**config.mk**
```make
export PLATFORM = sky130hd
export DESIGN_NAME = multicycle_control
export DESIGN_NICKNAME = d
export VERILOG_FILES = /design/src/rtl/multicycle_control.sv
export SDC_FILE = /design/constraint.sdc
export NUM_CORES = 1
export LEC_CHECK = 0
export BUFFER_PORTS_ARGS = -buffer_cell sky130_fd_sc_hd__buf_2
export CAP_MARGIN = 30
export CORE_ASPECT_RATIO = 1.2
export CORE_MARGIN = 2
export CORE_UTILIZATION = 40
export DETAILED_ROUTE_END_ITERATION = 7
export PLACE_DENSITY_LB_ADDON = 0.3
export SLEW_MARGIN = 20
export SYNTH_ARGS = -nofsm -noshare
export SYNTH_HDL_FRONTEND = slang
export SYNTH_SLANG_ARGS = --single-unit
```
**constraint.sdc**
```tcl
create_clock -name clk -period 2.65 [get_ports clk]
set_clock_uncertainty 0.1 [all_clocks]
set_input_delay 0.1325 -clock clk [delete_from_list [all_inputs] [get_ports clk]]
set_output_delay 0.1325 -clock clk [all_outputs]
set_load 0.05 [all_outputs]
```
**src/rtl/multicycle_control.sv**
```systemverilog
// Moore control FSM for the shared multicycle datapath; outputs registered from the next state, stalls MEM_LAT cycles per memory access.
// Optional macro OVERFLOW_TRAP_EN routes signed add/sub/addi overflow to EXCEPTION; undefined, overflow is ignored.
module multicycle_control #(
    parameter int MEM_LAT = 2
) (
    input  logic       clk,
    input  logic       reset,
    input  logic [5:0] Opcode,
    input  logic [5:0] Funct,
    input  logic       Zero,
    input  logic       Overflow,
    output logic       PCWrite,
    output logic       IorD,
    output logic       MemRead,
    output logic       MemWrite,
    output logic       IRWrite,
    output logic       MDRWrite,
    output logic       RegDst,
    output logic       MemtoReg,
    output logic       RegWrite,
    output logic       ALUSrcA,
    output logic [1:0] ALUSrcB,
    output logic [2:0] ALUOp,
    output logic [1:0] PCSource,
    output logic       EPCWrite,
    output logic       Halted,
    output logic [3:0] State
);

    typedef enum logic [3:0] {
        S_RESET     = 4'd0,
        S_FETCH     = 4'd1,
        S_FETCH_WB  = 4'd2,
        S_DECODE    = 4'd3,
        S_EXEC_R    = 4'd4,
        S_WB_R      = 4'd5,
        S_EXEC_I    = 4'd6,
        S_WB_I      = 4'd7,
        S_MEM_ADDR  = 4'd8,
        S_MEM_RD    = 4'd9,
        S_WB_MEM    = 4'd10,
        S_MEM_WR    = 4'd11,
        S_BRANCH    = 4'd12,
        S_JUMP      = 4'd13,
        S_EXCEPTION = 4'd14,
        S_HALT      = 4'd15
    } state_t;

    typedef struct packed {
        logic       pcwrite;
        logic       iord;
        logic       memread;
        logic       memwrite;
        logic       irwrite;
        logic       mdrwrite;
        logic       regdst;
        logic       memtoreg;
        logic       regwrite;
        logic       epcwrite;
        logic       halted;
        logic       alusrca;
        logic [1:0] alusrcb;
        logic [2:0] aluop;
        logic [1:0] pcsource;
    } ctrl_t;

    localparam logic [5:0] OP_RTYPE = 6'h00;
    localparam logic [5:0] OP_J     = 6'h02;
    localparam logic [5:0] OP_BEQ   = 6'h04;
    localparam logic [5:0] OP_BNE   = 6'h05;
    localparam logic [5:0] OP_ADDI  = 6'h08;
    localparam logic [5:0] OP_ADDIU = 6'h09;
    localparam logic [5:0] OP_SXORI = 6'h0e;
    localparam logic [5:0] OP_LW    = 6'h23;
    localparam logic [5:0] OP_SW    = 6'h2b;
    localparam logic [5:0] FN_BREAK = 6'h0d;
    localparam logic [5:0] FN_ADD   = 6'h20;
    localparam logic [5:0] FN_SUB   = 6'h22;
    localparam logic [3:0] LAST_BEAT = 4'(MEM_LAT - 1);

    state_t state_q, state_d;
    logic [3:0] cnt_q, cnt_d;
    ctrl_t ctrl_q, ctrl_d;
    logic stall_done;
    logic trap_r;
    logic trap_i;
    logic br_take;

`ifdef OVERFLOW_TRAP_EN
    assign trap_r = Overflow && (Funct == FN_ADD || Funct == FN_SUB);
    assign trap_i = Overflow && (Opcode == OP_ADDI);
`else
    logic unused_overflow;
    assign unused_overflow = Overflow;
    assign trap_r = 1'b0;
    assign trap_i = 1'b0;
`endif

    assign stall_done = (cnt_q == LAST_BEAT);

    always_comb begin
        state_d = state_q;
        case (state_q)
            S_RESET:     state_d = S_FETCH;
            S_FETCH:     if (stall_done) state_d = S_FETCH_WB;
            S_FETCH_WB:  state_d = S_DECODE;
            S_DECODE: begin
                case (Opcode)
                    OP_RTYPE: begin
                        if (Funct == FN_BREAK)
                            state_d = S_HALT;
                        else if (Funct inside {6'h20, 6'h21, 6'h22, 6'h23, 6'h24, 6'h26})
                            state_d = S_EXEC_R;
                        else
                            state_d = S_EXCEPTION;
                    end
                    OP_ADDI, OP_ADDIU, OP_SXORI: state_d = S_EXEC_I;
                    OP_LW, OP_SW:                state_d = S_MEM_ADDR;
                    OP_BEQ, OP_BNE:              state_d = S_BRANCH;
                    OP_J:                        state_d = S_JUMP;
                    default:                     state_d = S_EXCEPTION;
                endcase
            end
            S_EXEC_R:    state_d = trap_r ? S_EXCEPTION : S_WB_R;
            S_WB_R:      state_d = S_FETCH;
            S_EXEC_I:    state_d = trap_i ? S_EXCEPTION : S_WB_I;
            S_WB_I:      state_d = S_FETCH;
            S_MEM_ADDR:  state_d = (Opcode == OP_LW) ? S_MEM_RD : S_MEM_WR;
            S_MEM_RD:    if (stall_done) state_d = S_WB_MEM;
            S_WB_MEM:    state_d = S_FETCH;
            S_MEM_WR:    if (stall_done) state_d = S_FETCH;
            S_BRANCH:    state_d = S_FETCH;
            S_JUMP:      state_d = S_FETCH;
            S_EXCEPTION: state_d = S_FETCH;
            S_HALT:      state_d = S_HALT;
        endcase
    end

    // Stall states only loop on themselves, so staying put means "still counting".
    always_comb begin
        cnt_d = 4'd0;
        if ((state_q == S_FETCH || state_q == S_MEM_RD || state_q == S_MEM_WR) && state_d == state_q)
            cnt_d = cnt_q + 4'd1;
    end

    function automatic ctrl_t decode_ctrl(input state_t s, input logic last_beat, input logic sxori);
        ctrl_t c;
        c = '0;
        case (s)
            S_FETCH:     c.memread = 1'b1;
            S_FETCH_WB: begin
                c.irwrite = 1'b1;
                c.alusrcb = 2'b01;
                c.pcwrite = 1'b1;
            end
            S_DECODE:    c.alusrcb = 2'b11;
            S_EXEC_R: begin
                c.alusrca = 1'b1;
                c.aluop   = 3'b010;
            end
            S_WB_R: begin
                c.regdst   = 1'b1;
                c.regwrite = 1'b1;
            end
            S_EXEC_I: begin
                c.alusrca = 1'b1;
                c.alusrcb = 2'b10;
                c.aluop   = sxori ? 3'b011 : 3'b000;
            end
            S_WB_I:      c.regwrite = 1'b1;
            S_MEM_ADDR: begin
                c.alusrca = 1'b1;
                c.alusrcb = 2'b10;
            end
            S_MEM_RD: begin
                c.iord     = 1'b1;
                c.memread  = 1'b1;
                c.mdrwrite = last_beat;
            end
            S_WB_MEM: begin
                c.memtoreg = 1'b1;
                c.regwrite = 1'b1;
            end
            S_MEM_WR: begin
                c.iord     = 1'b1;
                c.memwrite = 1'b1;
            end
            // PCWrite here is the live branch condition, added at the output.
            S_BRANCH: begin
                c.alusrca  = 1'b1;
                c.aluop    = 3'b001;
                c.pcsource = 2'b01;
            end
            S_JUMP: begin
                c.pcsource = 2'b10;
                c.pcwrite  = 1'b1;
            end
            S_EXCEPTION: begin
                c.epcwrite = 1'b1;
                c.pcsource = 2'b11;
                c.pcwrite  = 1'b1;
            end
            S_HALT:      c.halted = 1'b1;
            default:     c = '0;
        endcase
        return c;
    endfunction

    assign ctrl_d = decode_ctrl(state_d, cnt_d == LAST_BEAT, Opcode == OP_SXORI);

    always_ff @(posedge clk) begin
        if (reset) begin
            state_q <= S_RESET;
            cnt_q   <= 4'd0;
            ctrl_q  <= '0;
        end else begin
            state_q <= state_d;
            cnt_q   <= cnt_d;
            ctrl_q  <= ctrl_d;
        end
    end

    assign br_take  = (state_q == S_BRANCH) && ((Opcode == OP_BEQ) ? Zero : !Zero);
    assign PCWrite  = ctrl_q.pcwrite | br_take;
    assign IorD     = ctrl_q.iord;
    assign MemRead  = ctrl_q.memread;
    assign MemWrite = ctrl_q.memwrite;
    assign IRWrite  = ctrl_q.irwrite;
    assign MDRWrite = ctrl_q.mdrwrite;
    assign RegDst   = ctrl_q.regdst;
    assign MemtoReg = ctrl_q.memtoreg;
    assign RegWrite = ctrl_q.regwrite;
    assign ALUSrcA  = ctrl_q.alusrca;
    assign ALUSrcB  = ctrl_q.alusrcb;
    assign ALUOp    = ctrl_q.aluop;
    assign PCSource = ctrl_q.pcsource;
    assign EPCWrite = ctrl_q.epcwrite;
    assign Halted   = ctrl_q.halted;
    assign State    = state_q;

endmodule

```
==> metrics.txt, run 1 <==
clock-pin slew on the worst setup and hold paths 0.13 ns; CTS H-tree depth 1; vias in the first global route 1,050; WP data arrival 2.42 ns; final hold slack approximately 0.065 ns; CTS root buffer clkbuf_4; core area 3060 sq um; Post-Synth Simple-Gate Area 0.297; PwrDens between 1000 and 1500 nW/um^2; maximum vdd drop approximately 0.45 mV; crit path kind register to register; worst r2r src State[0]; Top-Level Pins 39; fin area 1460 sq um; Synth Area in XOR/XNOR 0.0340; Syn Nets 165; Routed WL between 2000 and 3000 microns; FMAX 0.442 GHz; DR vias/cell 5.31; Layout area overhead 12.9%; NetSw 0.780 mW; Hold Path Class primary input to register; initial antenna violation count 0; post-route setup slack 0.386 ns; Worst setup EP type register; Synth Instances between 100 and 150; fin crit period approximately 2.3 ns; Final period util 0.854; Seq cells post-synth 26; IO Port Bufs 36; DP Worst Slack 0.245 ns; RSZ-0062 raised after global routing false; Starting Density 0.422; HPWL Detailed between 2000 and 2500 microns; Seq/Total Area, Yosys 0.404; Routed Antenna Nets 0; post-synthesis mux area share 0.00777; synth unique cells 49; number of max-cap violations 0; final net count 194; status finished clean; instance area at placement 1400 sq um; 1st-pass router iterations 4; Max Root-Sink Buffers 2; Die Ht 66.2 microns; worst slew pin tran roughly 0.51 ns; Post-synth EDFFs 0; YS warnings 0; Slew HR 0.657; compound-cell area share of the yosys netlist 0.138; Final Hold Viols 0; first-pass GRT wire length 4530 microns; wire per inst 12.2 microns; layout cell share with drive strength beyond 1 0.286; Tot GR Track Use 0.152; Async S/R FF share, synth 0; largest family of logic cells by synthesized area simple AND/OR/NAND/NOR gates; Slew Viols, Final 0; Skew-Pair Late Insertion Delay 0.32 ns; Mapped Area 1290 sq um; num rows 22; die area 3690 sq um; largest net degree at the start of global routing 15; crit path from State[0]; Leak 0.619 nW; Placer Congestion 0.825; Data required, critical path 2.80 ns; CTS tree yes; Clock Power Share 0.123; Worst Path Max Fanout 14; Startpoint Class register; Internal 0.804 mW; filler cell count approximately 300; diode count 0; ys flop type dfxtp_1; post-synthesis adder-cell area fraction 0.0194; Starting DRT DRC Count 16; most common cell after layout, fill and taps aside buf_2; Combinational Power Share 0.534; setup TNS 0 ns; clk sinks 26; DR vias between 1,000 and 1,500; Inserted Clock Buffers 3; Die X 55.8 microns; Hold Crit Start Opcode[5]; Sw Ratio 0.492; Flop pwr share 0.343; Post-Syn Area per Cell 8.77 sq um; commonest cells after routing, fill and taps aside 36 x buf_2, 26 x dfxtp_1, 24 x nor2_1, 10 x nand3_1, 8 x nand2_1; DRC Markers 0; Final Util 0.476; final setup vio count 0; GRT overflow 0
## worst paths after layout
check                  end  slack [ns]  depth (start not counted)
setup reg to reg  ALUOp[1]        0.39                          6
setup / recovery  ALUOp[1]        0.39                          6
hold / removal    ALUOp[1]        0.06                          3
hold reg to reg   cnt_q[0]        0.40                          1
## metal layers
| metal | track usage | part of all wire | vias to the layer above | wire (microns) |
|---|---|---|---|---|
| li1 | - | - | 569 | - |
| met1 | 0.180 | 0.42 | 511 | 1080 |
| met2 | 0.272 | 0.50 | 36 | 1300 |
| met3 | 0.0157 | 0.054 | 5 | 139 |
| met4 | 0.0804 | 0.024 | 0 | 63 |
| met5 | 0 | 0 | - | 0 |
## power groups by stage
stage               Sequential, mW  Combinational, mW  Clock, mW
CTS                          0.542              0.846      0.201
global route                 0.560              0.932      0.218
finish                       0.543              0.847      0.194
detailed placement           0.552              0.841          0
floorplan                    0.676              0.619          0
global placement             0.548              0.826          0
## final cells by class
class	count	area [sq um]	area share
clock buffer	4	36.3	0.0249
tap	36	45.0	0.0310
inverter	4	15.0	0.0103
multi-input combinational	104	648	0.445
timing repair buffer	37	190	0.131
sequential	26	520	0.358
## sequential cells by signal (all words and copies together) (netlist names), 2 cells and up
signal	flops
ALUOp	2
ALUSrcB	2
PCSource	2
State	4
cnt_q	4
## cell usage after synthesis, drive strengths merged, types with 3 or more instances
master,number,area (sq um)
nand4,3,18.8
nor2,24,90.1
a21oi,3,18.8
buf,10,78.8
nand3,10,50.1
dfxtp,26,521
nand2,9,36.3
inv,4,15.0
xnor2,3,26.3
or3,3,20.0
clkbuf,3,31.3
o21ai,5,25.0
o22ai,3,18.8
nor3b,4,30.0
## worst max-delay path, cell delays in order (launching register included)
cell       delay (ns)
dfxtp_1          0.61
nand4bb_1        0.23
a311o_1          0.37
nand3_1          0.22
nand2b_1         0.19
nand2b_1         0.25
a211oi_1         0.23
## through the flow
step	std cells	total power, mW
global placement	206	1.37
detailed placement	206	1.39
global route	211	1.71
CTS	211	1.59
finish	211	1.58
floorplan	147	1.29
## kinds of logic (layout without fill, tap and decap cells)
kind of cell,after synthesis,after routing
AND/OR/NAND/NOR,71,71
flip-flops,26,26
AO/OA/AOI/OAI,24,24
buffers and inverters,17,45
XOR/XNOR,5,5
adder cells (fa/ha/maj),2,2
other,1,1
multiplexers,1,1
## timing repair
action | 4_1_cts | 5_1_grt
hold buffers | 1 | 0
setup endpoints to repair | 0 | 1
hold endpoints to repair | 4 | 0
resized for setup | 0 | 1
setup buffers | 0 | 0
(Power assumes the default switching activity.)
==> run 2, diff against run 1 <==
--- a/config.mk
+++ b/config.mk
@@ -10,6 +10,7 @@
 export CORE_ASPECT_RATIO = 1.2
 export CORE_MARGIN = 2
 export CORE_UTILIZATION = 40
+export CTS_BUF_LIST = sky130_fd_sc_hd__clkbuf_16
 export DETAILED_ROUTE_END_ITERATION = 7
 export PLACE_DENSITY_LB_ADDON = 0.3
 export SLEW_MARGIN = 20
==> run 2 against run 1 <==
Against the previous run: setup slack got worse by 0.15 ns; cell area increased by 1.9%; largest power group unchanged; hold slack got worse by 0.010 ns; sequential cell count unchanged; fmax decreased by 6.1%; critical endpoint is now ALUOp[0]; global-route usage increased by 0.20 points; core utilization increased by 0.90 points; total power increased by 8.1%; critical path type unchanged; first-iteration DRC count increased by 31%; combinational power about the same.
==> metrics.txt, run 2 (same netlist as run 1, synthesis figures left out) <==
clock-pin slew on the worst setup and hold paths roughly 0.06 ns; Overall Power 1.71 mW; Routed Antenna Nets 0; final hold slack 0.0546 ns; CTS tree yes; HPWL Detailed 2080 microns; Max Root-Sink Buffers 2; Final Util 0.485; wire per inst 12.3 microns; PwrDens 1160 nW/um^2; fin crit period 2.41 ns; RSZ-0062 raised after global routing false; GRT overflow 0; most common cell after layout, fill and taps aside buf_2; Starting Density 0.422; CTS resizes 0; clk sinks 26; Final Hold Viols 0; CTS H-tree depth 1; Die X ~56 microns; Post-CTS Setup Inserts 0; FMAX 0.415 GHz; 1st-pass router iterations 5; setup TNS 0 ns; Starting DRT DRC Count 21; IO Port Bufs 36; Slew Viols, Final 0; Worst Path Max Fanout 9; number of max-cap violations 0; Startpoint Class register; Data required, critical path 2.74 ns; num rows 22; initial antenna violation count 0; Worst setup EP type register; final net count around 190; die area 3690 sq um; Tot GR Track Use 0.154; DR vias/cell roughly 5.4; DRC Markers 0; Leak 0.628 nW; core area 3060 sq um; status finished clean; commonest cells after routing, fill and taps aside 36 x buf_2, 26 x dfxtp_1, 24 x nor2_1, 10 x nand3_1, 8 x nand2_1; layout cell share with drive strength beyond 1 0.276; hold_buf cts 0; Layout area overhead 15.0%; CTS root buffer clkbuf_16; Final period util 0.910; first-pass GRT wire length between 4000 and 5000 microns; WP data arrival ~2.5 ns; Placer Congestion 0.825; Slew HR 0.630; Inserted Clock Buffers 3; Hold Path Class primary input to register; crit path kind register to register; final setup vio count 0; filler cell count 304; vias in the first global route 1,048; Routed WL 2590 microns; Skew-Pair Late Insertion Delay 0.26 ns; worst slew pin tran between 0.5 and 0.6 ns; diode count 0; maximum vdd drop 0.575 mV; Die Ht 66.2 microns; DR vias 1,139; largest net degree at the start of global routing 15; Top-Level Pins 39
==> run 2: where the power goes <==
part,switching [mW],internal [mW],leakage (nW),total (mW)
clock network,0.122,0.202,0.0385,0.323
registers,0.0815,0.464,0.211,0.545
logic,0.590,0.254,0.379,0.845
total,0.794,0.920,0.628,1.71
==> run 2: path summary, 6_finish.rpt <==
path,startpoint,to,slack [ns],cells past startpoint
max,cnt_q[0],ALUOp[0],0.24,7
min,reset,RegWrite,0.05,2
max reg2reg,cnt_q[0],ALUOp[0],0.24,7
min reg2reg,cnt_q[0],cnt_q[0],0.38,1
==> run 2: per-stage QoR <==
step,setup WS (ns),std cells,instance area [sq um]
after floorplan,0.312,147,1290
after global placement,0.363,206,1400
after detailed placement,0.245,206,1400
after CTS,0.225,210,1480
after global routing,0.00316,210,1480
final,0.239,210,1480
==> run 2: worst max-delay path, cell delays in order (launching register included) <==
cell     delay, ns
dfxtp_1       0.39
ha_1          0.17
nor3b_1       0.47
mux2i_1       0.15
a31oi_1       0.34
nand2_2       0.18
or3_1         0.42
a21oi_2       0.12
==> run 2: final cells by class <==
type                    instances  area, sq um  share of cell area
repair buffers                 36          180               0.122
multi-input cells             104          643               0.434
well taps                      36         45.0              0.0304
clock inverters                 1         3.75             0.00253
flip-flops and latches         26          520               0.351
inverters                       4         15.0              0.0101
clock buffers                   3         75.1              0.0506
==> run 2: layer usage <==
layer | share of wire | wire [microns] | track usage | up-vias
li1 | - | - | - | 569
met1 | 0.41 | 1070 | 0.182 | 523
met2 | 0.50 | 1310 | 0.272 | 42
met3 | 0.059 | 152 | 0.0215 | 5
met4 | 0.023 | 59 | 0.0804 | 0
met5 | 0 | 0 | 0 | -
==> run 3, diff against run 2 <==
--- a/config.mk
+++ b/config.mk
@@ -5,6 +5,7 @@
 export SDC_FILE = /design/constraint.sdc
 export NUM_CORES = 1
 export LEC_CHECK = 0
+export ABC_AREA = 1
 export BUFFER_PORTS_ARGS = -buffer_cell sky130_fd_sc_hd__buf_2
 export CAP_MARGIN = 30
 export CORE_ASPECT_RATIO = 1.2
==> constraint.sdc (replaced) <==
create_clock -name clk -period 2.65 [get_ports clk]
set_clock_uncertainty 0.1 [all_clocks]
set_input_delay 0.6625 -clock clk [delete_from_list [all_inputs] [get_ports clk]]
set_output_delay 0.6625 -clock clk [all_outputs]
set_load 0.05 [all_outputs]
==> run 3 against run 2 <==
Against the previous run: sequential cell count unchanged; final cell count grew 32%; sequential share of layout area shrank 4.7 points; critical path depth did not move; cell area is 15% higher; non-clock buffer count up 1; fmax down 1.9%; first-iteration DRC count is 52% higher; wire length is 7.7% higher; register-to-register slack better by 0.40 ns; clock power up 2%; total power is 1.9% lower; critical endpoint is now PCWrite; largest cell class unchanged.
==> metrics.txt, run 3 <==
Leak 0.881 nW; DRC Markers 0; DR vias between 1,000 and 1,500; hold_buf cts 0; post-route setup slack 0.191 ns; CTS tree yes; Slew Viols, Final 0; Inserted Clock Buffers 3; Final Hold Viols 0; number of max-cap violations 0; clk sinks 26; Routed WL 2790 microns; Overall Power 1.68 mW; Startpoint Class primary input; largest cells by area after synthesis dfxtp_1 36%, nand2_1 8.2%, nor2_1 7.7%; clock-pin slew on the worst setup and hold paths 0.06 ns; status finished clean; Top Family by Delay on Critical Path buffers and inverters; setup TNS 0 ns; final setup vio count 0; Routed Antenna Nets 0; Starting DRT DRC Count 32; WP data arrival 1.70 ns; GRT overflow 0; commonest cells after routing, fill and taps aside 36 x buf_2, 32 x nand2_1, 30 x nor2_1, 26 x dfxtp_1, 22 x inv_1; Layout area overhead 17.4%; filler cell count 378; Final Util 0.479; die area 4140 sq um; PwrDens approximately 980 nW/um^2; Worst setup EP type primary output; RSZ-0062 raised after global routing false; diode count 0; top cell type's share of synthesized area 0.357; layout cell share with drive strength beyond 1 0.328; reg-to-reg slack, setup 0.64 ns; ys flop type dfxtp_1; CTS root buffer clkbuf_16; Starting Density 0.408; YS warnings 0; Slowest cell on crit path buf_2; Most Frequent Cell on Critical Path buf_2; Seq/Total Area, Yosys 0.357; num rows 24; wire per inst 10.1 microns; Seq cells post-synth 26; Mapped Area about 1500 sq um; Worst Path Max Fanout 2; Data required, critical path 1.89 ns; area of the multi-input gates 743 sq um; fin crit period 2.46 ns; Synth Instances 207; Max Root-Sink Buffers 2; WP buf/inv 2; DR vias/cell 4.75; maximum vdd drop between 0.3 and 0.4 mV; IO Port Bufs 36; 1st-pass router iterations 4; CTS H-tree depth 1; Tot GR Track Use 0.147; HPWL Detailed approximately 2300 microns; CTS resizes 0; final net count 257; Synth area leader dfxtp_1; largest net degree at the start of global routing 15; first-pass GRT wire length just under 5000 microns; Post-CTS Setup Inserts 0; Post-synth EDFFs 0; Hold Path Class register to register; Placer Congestion 0.821; Top-Level Pins 39; crit path kind primary input to primary output; Syn Nets around 230; FMAX 0.407 GHz; most common cell after layout, fill and taps aside buf_2; Async S/R FF share, synth 0; initial antenna violation count 0; core area roughly 3600 sq um; Crit path largest cell delay 0.29 ns; crit path cell chain buf_2 > nor2_2 > nand4_1 > nor2_1 > xor2_1 > o31ai_4 > buf_2; Die Ht 70.1 microns; Final period util 0.928; most frequent cell after synthesis nand2_1; Post-Syn Area per Cell 7.04 sq um; Die X just under 60 microns; Skew-Pair Late Insertion Delay between 0.2 and 0.3 ns; FF+latch area about 520 sq um; DP Worst Slack 0.178 ns; vias in the first global route 1,168; Post-synth top cells 32 x nand2_1, 30 x nor2_1, 26 x dfxtp_1; synth unique cells 28
run 3: cell count changes in the layout (fill, tap and decap cells not counted), sizes merged, moves of 4 or more:
cell / change
inv: +31
nor3b: -4
nand2: +29
nor2: +21
nor3: +7
nand4: +7
run 3: area by class of cell:
| class | count | area share |
|---|---|---|
| multi-input cells | 136 | 0.435 |
| flip-flops and latches | 26 | 0.304 |
| repair buffers | 37 | 0.110 |
| inverters | 35 | 0.0768 |
| clock buffers | 3 | 0.0439 |
| well taps | 39 | 0.0285 |
| clock inverters | 1 | 0.00219 |
run 3: path summary, 6_finish.rpt:
kind / start / endpoint / cells after the start
max: Opcode[5] / PCWrite / 7
min: cnt_q[0] / cnt_q[0] / 1
max reg2reg: State[1] / ctrl_q[18] / 12
min reg2reg: cnt_q[0] / cnt_q[0] / 1
run 3: kinds of logic (layout without fill, tap and decap cells):
logic type / Yosys count / in the layout / synth area share
flops: 26 / 26 / 0.357
buf+inv: 45 / 76 / 0.142
compound gates: 14 / 14 / 0.0516
simple gates: 116 / 116 / 0.412
other cells: 1 / 1 / 0.00257
fa+ha+maj: 2 / 2 / 0.0172
xor+xnor: 3 / 3 / 0.0180
run 3: metal layers:
layer	vias to the layer above	track usage	wire, microns
met1	559	0.182	1240
met5	-	0	0
met4	0	0.0556	74
met2	39	0.254	1350
li1	710	-	-
met3	9	0.0148	123
run 3: where the power goes:
part / total (mW) / internal (mW) / switching [mW]
Sequential: 0.510 / 0.446 / 0.0644
Combinational: 0.842 / 0.215 / 0.627
Clock: 0.328 / 0.202 / 0.126
Total: 1.68 / 0.863 / 0.818
run 3: stage by stage:
stage	area, sq um	hold slack (ns)	cells
after global placement	1630	0.377	273
after global routing	1710	0.423	277
after floorplan	1470	0.355	207
after detailed placement	1630	0.384	273
final	1710	0.396	277
after CTS	1710	0.398	277
